$ cat config.mk
export PLATFORM = sky130hd
export DESIGN_NAME = network_output_queue
export DESIGN_NICKNAME = d
export VERILOG_FILES = /design/src/rtl/network_output_queue.sv
export SDC_FILE = /design/constraint.sdc
export NUM_CORES = 1
export LEC_CHECK = 0
export BUFFER_PORTS_ARGS = -buffer_cell sky130_fd_sc_hd__buf_2
export CORE_UTILIZATION = 40
export CTS_BUF_LIST = sky130_fd_sc_hd__clkbuf_2
export DETAILED_ROUTE_END_ITERATION = 16
export HOLD_SLACK_MARGIN = 0.15
export SETUP_SLACK_MARGIN = 0.15
export SKIP_LAST_GASP = 1
export SYNTH_ARGS = -nofsm -noshare
export SYNTH_HDL_FRONTEND = slang
export SYNTH_SLANG_ARGS = --single-unit
$ cat constraint.sdc
create_clock -name i_clk -period 3.52 [get_ports i_clk]
set_clock_uncertainty 0.1 [all_clocks]
set_input_delay 0.176 -clock i_clk [delete_from_list [all_inputs] [get_ports i_clk]]
set_output_delay 0.176 -clock i_clk [all_outputs]
set_load 0.05 [all_outputs]
$ cat src/rtl/network_output_queue.sv
// rtl/network_output_queue.sv - per-port strict-priority egress queue manager with wr/ack handoff
// Optional feature macro: GATE_CTRL_EN (adds iv_gate_state per-queue gate inputs)
module network_output_queue #(
    parameter int NUM_QUEUE   = 8,
    parameter int QUEUE_DEPTH = 16,
    parameter int BUFID_W     = 9
) (
    input  logic                 i_clk,
    input  logic                 i_rst,
    input  logic [BUFID_W-1:0]   iv_pkt_bufid,
    input  logic [2:0]           iv_pkt_queue_id,
    input  logic                 i_pkt_bufid_wr,
    output logic [BUFID_W-1:0]   ov_pkt_bufid,
    output logic                 o_pkt_bufid_wr,
    input  logic                 i_pkt_bufid_ack,
    output logic [BUFID_W-1:0]   ov_drop_bufid,
    output logic                 o_drop_bufid_wr,
    output logic [NUM_QUEUE-1:0] ov_queue_empty,
    output logic [1:0]           ov_oqm_state
`ifdef GATE_CTRL_EN
    ,
    input  logic [NUM_QUEUE-1:0] iv_gate_state
`endif
);

    localparam int PTR_W = $clog2(QUEUE_DEPTH);
    localparam int CNT_W = PTR_W + 1;
    localparam int QID_W = 3;

    typedef enum logic [1:0] {
        IDLE_S     = 2'd0,
        SEL_S      = 2'd1,
        WAIT_ACK_S = 2'd2
    } state_t;

    logic [BUFID_W-1:0]   mem_q [NUM_QUEUE][QUEUE_DEPTH];
    logic [PTR_W-1:0]     rd_ptr_q [NUM_QUEUE];
    logic [PTR_W-1:0]     rd_ptr_d [NUM_QUEUE];
    logic [PTR_W-1:0]     wr_ptr_q [NUM_QUEUE];
    logic [PTR_W-1:0]     wr_ptr_d [NUM_QUEUE];
    logic [CNT_W-1:0]     count_q  [NUM_QUEUE];
    logic [CNT_W-1:0]     count_d  [NUM_QUEUE];
    logic [NUM_QUEUE-1:0] empty_q, empty_d;

    state_t               state_q, state_d;
    logic [QID_W-1:0]     sel_q, sel_d;
    logic [BUFID_W-1:0]   bufid_q, bufid_d;
    logic                 wr_q, wr_d;
    logic [BUFID_W-1:0]   drop_bufid_q, drop_bufid_d;
    logic                 drop_wr_q, drop_wr_d;

    logic                 full_in, push_ok, pop_en;
    logic [NUM_QUEUE-1:0] push_vec, pop_vec, elig;
    logic [QID_W-1:0]     hi_q_idx;

    // Fullness is judged on the registered count, so a same-cycle pop never rescues an enqueue.
    always_comb begin
        full_in  = (count_q[iv_pkt_queue_id] == CNT_W'(QUEUE_DEPTH));
        push_ok  = i_pkt_bufid_wr && !full_in;
        pop_en   = (state_q == WAIT_ACK_S) && i_pkt_bufid_ack;
        push_vec = push_ok ? (NUM_QUEUE'(1) << iv_pkt_queue_id) : '0;
        pop_vec  = pop_en  ? (NUM_QUEUE'(1) << sel_q) : '0;
    end

    always_comb begin
`ifdef GATE_CTRL_EN
        elig = ~empty_q & iv_gate_state;
`else
        elig = ~empty_q;
`endif
        hi_q_idx = '0;
        for (int q = 0; q < NUM_QUEUE; q++) begin
            if (elig[q]) begin
                hi_q_idx = QID_W'(q);
            end
        end
    end

    always_comb begin
        for (int q = 0; q < NUM_QUEUE; q++) begin
            rd_ptr_d[q] = rd_ptr_q[q];
            wr_ptr_d[q] = wr_ptr_q[q];
            count_d[q]  = count_q[q];
            if (push_vec[q]) begin
                wr_ptr_d[q] = wr_ptr_q[q] + PTR_W'(1);
            end
            if (pop_vec[q]) begin
                rd_ptr_d[q] = rd_ptr_q[q] + PTR_W'(1);
            end
            count_d[q] = count_q[q] + {{(CNT_W-1){1'b0}}, push_vec[q]}
                                    - {{(CNT_W-1){1'b0}}, pop_vec[q]};
            empty_d[q] = (count_d[q] == '0);
        end
    end

    always_comb begin
        drop_wr_d    = i_pkt_bufid_wr && full_in;
        drop_bufid_d = drop_wr_d ? iv_pkt_bufid : drop_bufid_q;
    end

    always_comb begin
        state_d = state_q;
        sel_d   = sel_q;
        bufid_d = bufid_q;
        wr_d    = wr_q;
        case (state_q)
            IDLE_S: begin
                if (|elig) begin
                    state_d = SEL_S;
                end
            end
            SEL_S: begin
                if (|elig) begin
                    sel_d   = hi_q_idx;
                    bufid_d = mem_q[hi_q_idx][rd_ptr_q[hi_q_idx]];
                    wr_d    = 1'b1;
                    state_d = WAIT_ACK_S;
                end else begin
                    state_d = IDLE_S;
                end
            end
            WAIT_ACK_S: begin
                if (i_pkt_bufid_ack) begin
                    wr_d    = 1'b0;
                    state_d = IDLE_S;
                end
            end
            default: begin
                wr_d    = 1'b0;
                state_d = IDLE_S;
            end
        endcase
    end

    always_ff @(posedge i_clk) begin
        if (i_rst) begin
            for (int q = 0; q < NUM_QUEUE; q++) begin
                rd_ptr_q[q] <= '0;
                wr_ptr_q[q] <= '0;
                count_q[q]  <= '0;
            end
            empty_q      <= '1;
            state_q      <= IDLE_S;
            sel_q        <= '0;
            bufid_q      <= '0;
            wr_q         <= 1'b0;
            drop_bufid_q <= '0;
            drop_wr_q    <= 1'b0;
        end else begin
            for (int q = 0; q < NUM_QUEUE; q++) begin
                rd_ptr_q[q] <= rd_ptr_d[q];
                wr_ptr_q[q] <= wr_ptr_d[q];
                count_q[q]  <= count_d[q];
            end
            empty_q      <= empty_d;
            state_q      <= state_d;
            sel_q        <= sel_d;
            bufid_q      <= bufid_d;
            wr_q         <= wr_d;
            drop_bufid_q <= drop_bufid_d;
            drop_wr_q    <= drop_wr_d;
        end
    end

    // Entry storage needs no reset; validity is tracked by the counters.
    always_ff @(posedge i_clk) begin
        if (push_ok) begin
            mem_q[iv_pkt_queue_id][wr_ptr_q[iv_pkt_queue_id]] <= iv_pkt_bufid;
        end
    end

    assign ov_pkt_bufid    = bufid_q;
    assign o_pkt_bufid_wr  = wr_q;
    assign ov_drop_bufid   = drop_bufid_q;
    assign o_drop_bufid_wr = drop_wr_q;
    assign ov_queue_empty  = empty_q;
    assign ov_oqm_state    = state_q;

endmodule
# ---- Yosys cells after proc, flatten, opt, wreduce, memory -nomap -nowiden
# Memories as Yosys holds them, arrays and structs flattened.
# Cells that the tools add are included.
dict set report word_totals {
  regBits 33
  latch_bits 0
  mem_bits_rw 1256
  romBits 0
  input_bits 16
  output_inout_bits 30
  memories 4
}
dict set report classes {
  n_addsub 32
  n_mul 0
  div 0
  n_lt_le_gt_ge 3
  n_eq_ne 6
  shift 2
  muxes 66
  bitwise_logic 28
  n_reduce_logical 18
}
# memory words width read_ports rd_clocked_by_memory_dff write_ports line_no
set mem_list {}
lappend mem_list {mem_q 8 144 1 0 1 36} ;# logic [BUFID_W-1:0] mem_q [NUM_QUEUE][QUEUE_DEPTH];
lappend mem_list {count_q 8 5 9 0 8 41} ;# logic [CNT_W-1:0] count_q [NUM_QUEUE];
lappend mem_list {rd_ptr_q 8 4 9 0 8 37} ;# logic [PTR_W-1:0] rd_ptr_q [NUM_QUEUE];
lappend mem_list {wr_ptr_q 8 4 9 0 8 39} ;# logic [PTR_W-1:0] wr_ptr_q [NUM_QUEUE];
# op count
set op_table {}
lappend op_table {{2-to-1 mux 144 bit} 1}
lappend op_table {{2-to-1 mux 4 bit} 32}
lappend op_table {{adder 4 x 1 -> 4 bit (second input constant)} 16}
lappend op_table {{adder 5 x 1 -> 5 bit} 8}
lappend op_table {{zero test 5 bit} 8}
lappend op_table {{2-to-1 mux 5 bit} 8}
lappend op_table {{subtractor 5 x 1 -> 5 bit} 8}
lappend op_table {{binary-select mux 9 bit (select 4 bit)} 1}
lappend op_table {{demux 9 bit (select 4 bit)} 1}
lappend op_table {{2-to-1 mux 9 bit} 3}
lappend op_table {{bitwise OR 1 bit} 24}
lappend op_table {{2-to-1 mux 3 bit} 6}
lappend op_table {{2-to-1 mux 8 bit} 2}
lappend op_table {{left shift 1 x 3 -> 8 bit (first input constant)} 2}
lappend op_table {{>= comparator 5 bit (second input constant)} 2}
lappend op_table {{inverter 4 -> 5 bit} 2}
lappend op_table {{inverter 8 bit} 1}
lappend op_table {{OR reduction 8 bit} 1}
lappend op_table {{2-to-1 mux 1 bit} 7}
lappend op_table {{2-to-1 mux 2 bit} 3}
lappend op_table {{inequality test 2 bit (second input constant)} 3}
lappend op_table {{case mux 2 bit (3 select lines)} 1}
lappend op_table {{== test 5 bit (second input constant)} 1}
lappend op_table {{less-than comparator 5 x 1 -> 1 bit (second input constant)} 1}
lappend op_table {{other kinds (9)} 13}

# ---- Logic depth before layout (Yosys ltp)
# An unclocked memory read counts as a cell.
dict set report logic_depth {
  ltp_word 13
  mapped_depth 16
  mapped_depth_nobuf 14
}

# ---- Least setup slack after synthesis
# OpenSTA, ideal clock, no wires.
dict set report synth_timing {
  path_type {flip-flop to flip-flop}
  startpoint {register state_q[1] (netlist: ov_oqm_state[1])}
  endpoint {register empty_q[0] (netlist: ov_queue_empty[0])}
  t_arrival_ns 3.032
  setup_slack_ns 0.272
  stages_incl_launch_ff 14
  n_path_buf 0
  path_cell_list {dfxtp_1 > nor2b_1 > nand3b_1 > nor3_1 > ha_1 > inv_1 > ha_1 > inv_1 > fa_1 > inv_1 > a21o_1 > a21oi_1 > xnor2_1 > a31o_2}
}
dict set report synth_between {
  elab_chain_cells 5
}
# element line_no
set synth_lines {}
lappend synth_lines {{from (decl)} 45} ;# state_t state_q, state_d;
lappend synth_lines {{from (signal assigned)} 156} ;# state_q <= state_d;
lappend synth_lines {{== test 2 bit} 60} ;# pop_en = (state_q == WAIT_ACK_S) && i_pkt_bufid_ack;
lappend synth_lines {{logical AND 1 bit} 60}
lappend synth_lines {{2-to-1 mux 8 bit} 62} ;# pop_vec = pop_en ? (NUM_QUEUE'(1) << sel_q) : '0;
lappend synth_lines {{via pop_vec[0]} 53} ;# logic [NUM_QUEUE-1:0] push_vec, pop_vec, elig;
lappend synth_lines {{subtractor 5 x 1 -> 5 bit} 91} ;# - {{(CNT_W-1){1'b0}}, pop_vec[q]};
lappend synth_lines {{zero test 5 bit} 92} ;# empty_d[q] = (count_d[q] == '0);
lappend synth_lines {{to (signal assigned)} 155} ;# empty_q <= empty_d;
lappend synth_lines {{to (decl)} 43} ;# logic [NUM_QUEUE-1:0] empty_q, empty_d;
# The timed path passes the listed nets, and every way through them passes these cells.
# A chain may end at the register's enable or synchronous reset.

# ---- Worst setup path after layout
dict set report layout_timing {
  startpoint {register empty_q[6] (netlist: ov_queue_empty[6])}
  endpoint {register bufid_q[2] (netlist: ov_pkt_bufid[2])}
}
dict set report layout_between {
  elab_chain_cells 8
  elab_cells_between_ends 11
  classes_between {mux: 5; bitwise: 2; reduce/logical: 2; memory: 2}
}
# element line_no
set layout_lines {}
lappend layout_lines {{inverter 8 bit *} 69} ;# elig = ~empty_q;
lappend layout_lines {{2-to-1 mux 3 bit (2 in series)} 73} ;# if (elig[q]) begin
lappend layout_lines {{memory (8 x 4 bit)} n/a}
lappend layout_lines {{inverter 4 -> 5 bit (not written as such)} 115} ;# bufid_d = mem_q[hi_q_idx][rd_ptr_q[hi_q_idx]];
lappend layout_lines {{binary-select mux 9 bit (select 4 bit)} 115}
lappend layout_lines {{2-to-1 mux 9 bit (not written as such) (2 in series)} 115}
lappend layout_lines {{to (signal assigned)} 158} ;# bufid_q <= bufid_d;
lappend layout_lines {{to (decl)} 47} ;# logic [BUFID_W-1:0] bufid_q, bufid_d;
# Every way passes the cells marked *; elsewhere a longest branch is shown, timed or not. The select of a mux whose other input is x is not followed.

==> results.txt <==
Final setup fails: 0
Register area share after synthesis: 70.6%
Detailed Route Iter0 Violations: 4,049
Dpl cells: 6,007
Max IR drop VDD: 898 µV
Setup TNS: 0 ps
Largest net degree at the start of global routing: 99
Nature of the critical path endpoint: flip-flop
Pleak: 22.8 nW
Initial Util: 40.3%
CTS clk-pin slew, worst paths: 110 ps
DR pass1 iterations: 8
Nets@finish: 4,769
CP peak stage delay: 650 ps
Most frequent cells in the layout: edfxtp_1, nand2_1, clkbuf_2, buf_4, nor2_1
Fmax: 299 MHz
CTS buffer count: 350
Pre-CTS setup slack: -388 ps
Routed vias/inst: 5.48
Final Wtd Congestion: 0.893
Chip height: 366 µm
Final Non-Filler Cells: 6,675
Gr ovfl total: 0
Drc violations: 0
Initial antenna violation count: 7
Clock latency on the worst-skew pair: 1730 ps
Max FO, Critical Path: 10
Avg Cell Area, Syn: 13.0 µm²
Number of synthesized flops with an enable pin: 1,152
Max_slew headroom: 21.7%
Routed wl met3: 13,400 µm
# IOs: 46
Post-synthesis cell count: 4,065
DR WL/cell: 23.5 µm
Antenna-violating nets left: 0
Commonest non-fill, non-tap cell in the layout: edfxtp_1
Final Util: 47.4%
Vias in the first global route: 35,583
MaxCap Viol Count: 0
Syn nets: 4,145
Netlist cell types: 80
WS Path Type: reg -> reg
Core Footprint: 131,000 µm²
Maximum clock insertion buffer count: 4
Die area: 134,000 µm²
IO Port Bufs: 45
Pwr dens: 857 nW/µm²
Std-Cell Rows: 133
Final hold vios: 0
First-pass GRT wire length: 228,000 µm
Clock root buffer: clkbuf_2
CP Data Arrival Time: 4840 ps
Slowest cell on crit path: a222oi_1
WL met1: 65,100 µm
RSZ-0062 raised after global routing: true
Final WL: 157,000 µm
GR Util All Layers: 23.1%
CTS sink count: 1,289
Worst slew pin tran: 1170 ps
CP Cell Sequence: buf_4, nand2_2, a21oi_2, nor2_4, buf_12, mux2_2, a222oi_1, nand2_1, o21ai_0, a31oi_1, a2111oi_2, buf_4, a211oi_1
Max Slew Vio Count: 0
Fillers: 11,837
Total number of vias: 36,548
Number of synthesized register bits: 1,289
Outcome: completed
Top_reg_cell synth: edfxtp_1
Async set-reset flop share out of synthesis: 0%
Max layer used: met4
YS warnings: 0
TritonCTS clock tree: built
Die X: 366 µm
Syn-to-layout area delta: 17.7%
H-tree depth: 5
Critical path startpoint category: flip-flop
Worst EP required: 5010 ps
Final worst-path cycle share: 95.0%
Share of layout cells above drive strength 1: 24.0%
Type of the worst min-delay path: reg -> reg
Slack of the critical path: 176 ps
Minimum clock period: 3340 ps
Routed wl met2: 74,000 µm
Synthesized cell area: 52,900 µm²
Post-DP HPWL: 93,500 µm
CP most frequent cell: buf_4
## layout make-up
cell class / instances / area (µm²) / area share, %
well taps: 1755 / 2200 / 3.53
clock buffers: 512 / 2560 / 4.12
diodes: 7 / 17.5 / 0.0281
clock inverters: 64 / 280 / 0.450
multi-input cells: 2453 / 14600 / 23.5
flip-flops and latches: 1289 / 37400 / 60.0
inverters: 67 / 251 / 0.404
repair buffers: 528 / 4990 / 8.02
## sequential cells by signal, indices dropped and copies added, names as in the netlist
| register | cells |
|---|---|
| wr_ptr_q | 32 |
| ov_pkt_bufid | 9 |
| ov_oqm_state | 2 |
| count_q | 40 |
| o_drop_bufid_wr | 1 |
| mem_q | 1152 |
| ov_queue_empty | 8 |
| ov_drop_bufid | 9 |
| rd_ptr_q | 32 |
| sel_q | 3 |
| o_pkt_bufid_wr | 1 |
## cell families (layout without fill, tap and decap cells)
kind of cell	after synthesis	in the layout	synth area share, %
flip-flops	1289	1289	70.6
adder cells (fa/ha/maj)	64	64	1.63
buffers and inverters	323	1171	2.66
other	0	7	0
XOR/XNOR	75	75	1.24
AO/OA/AOI/OAI	606	606	8.03
multiplexers	152	152	3.22
AND/OR/NAND/NOR	1556	1556	12.7
## report_power, final
group | leakage [nW] | switching [W] | internal [W]
clock | 2.27 | 0.00604 | 0.00389
combinational | 9.02 | 0.0167 | 0.00962
sequential | 11.5 | 0.000268 | 0.0168
total | 22.8 | 0.0230 | 0.0303
## routing by layer
metal / global-route usage [%] / vias to the layer above
met3: 5.25 / 271
met5: 0 / -
met2: 36.7 / 1639
li1: - / 16521
met4: 7.47 / 0
met1: 31.3 / 18117
## through the flow
| step | instance area (µm²) | hold slack (ps) | total power [W] |
|---|---|---|---|
| CTS | 61700 | 181 | 0.0523 |
| floorplan | 52900 | 175 | 0.0303 |
| detailed placement | 57800 | 364 | 0.0414 |
| global route | 62300 | 272 | 0.0559 |
| finish | 62300 | 374 | 0.0534 |
| global placement | 57800 | 352 | 0.0413 |
## what timing repair did
| action | CTS | global route |
|---|---|---|
| resized for setup | 54 | 83 |
| buffers inserted | 10 | 11 |
| cloned | 3 | 4 |
| hold buffers | 57 | 0 |
| setup endpoints to repair | 11 | 363 |
| pin swaps | 6 | 22 |
| endpoints found under the hold margin | 2441 | 0 |
## synth_stat cells, types with 7 or more instances
cell / count / area, µm²
a2111oi_0: 22 / 193
a211oi_1: 14 / 105
a21o_1: 24 / 180
a21oi_1: 131 / 656
a221oi_1: 9 / 78.8
a222oi_1: 43 / 430
a22oi_1: 23 / 173
a311oi_1: 91 / 797
a31o_2: 14 / 123
a31oi_1: 51 / 319
and3_1: 91 / 569
buf_1: 22 / 82.6
buf_2: 103 / 515
buf_4: 11 / 82.6
clkbuf_1: 116 / 435
dfxtp_1: 137 / 2740
edfxtp_1: 1152 / 34600
fa_1: 8 / 160
ha_1: 56 / 701
inv_1: 66 / 248
mux2_2: 51 / 574
mux2i_1: 89 / 891
mux4_2: 9 / 203
nand2_1: 848 / 3180
nand2b_1: 7 / 43.8
nand3_1: 243 / 1220
nand4_1: 16 / 100
nor2_1: 267 / 1000
nor2b_1: 25 / 156
nor3_1: 17 / 85.1
o211ai_1: 16 / 120
o21ai_0: 112 / 561
o21bai_1: 8 / 60.1
xnor2_1: 29 / 254
xor2_1: 46 / 403
## final timing paths
check,from,endpoint,slack (ps),cells past startpoint
setup reg to reg,ov_queue_empty[6],ov_pkt_bufid[2],180,13
hold reg to reg,sel_q[2],sel_q[2],370,2
setup / recovery,ov_queue_empty[6],ov_pkt_bufid[2],180,13
hold / removal,sel_q[2],sel_q[2],370,2
## critical path: cells and delay by family, from the launching register on
family / cells / cell delay, ps
mux: 1 / 340
simple gates: 3 / 350
compound gates: 6 / 1530
flops: 1 / 380
buf+inv: 3 / 510
No activity file was read; power rests on OpenSTA's default activity.
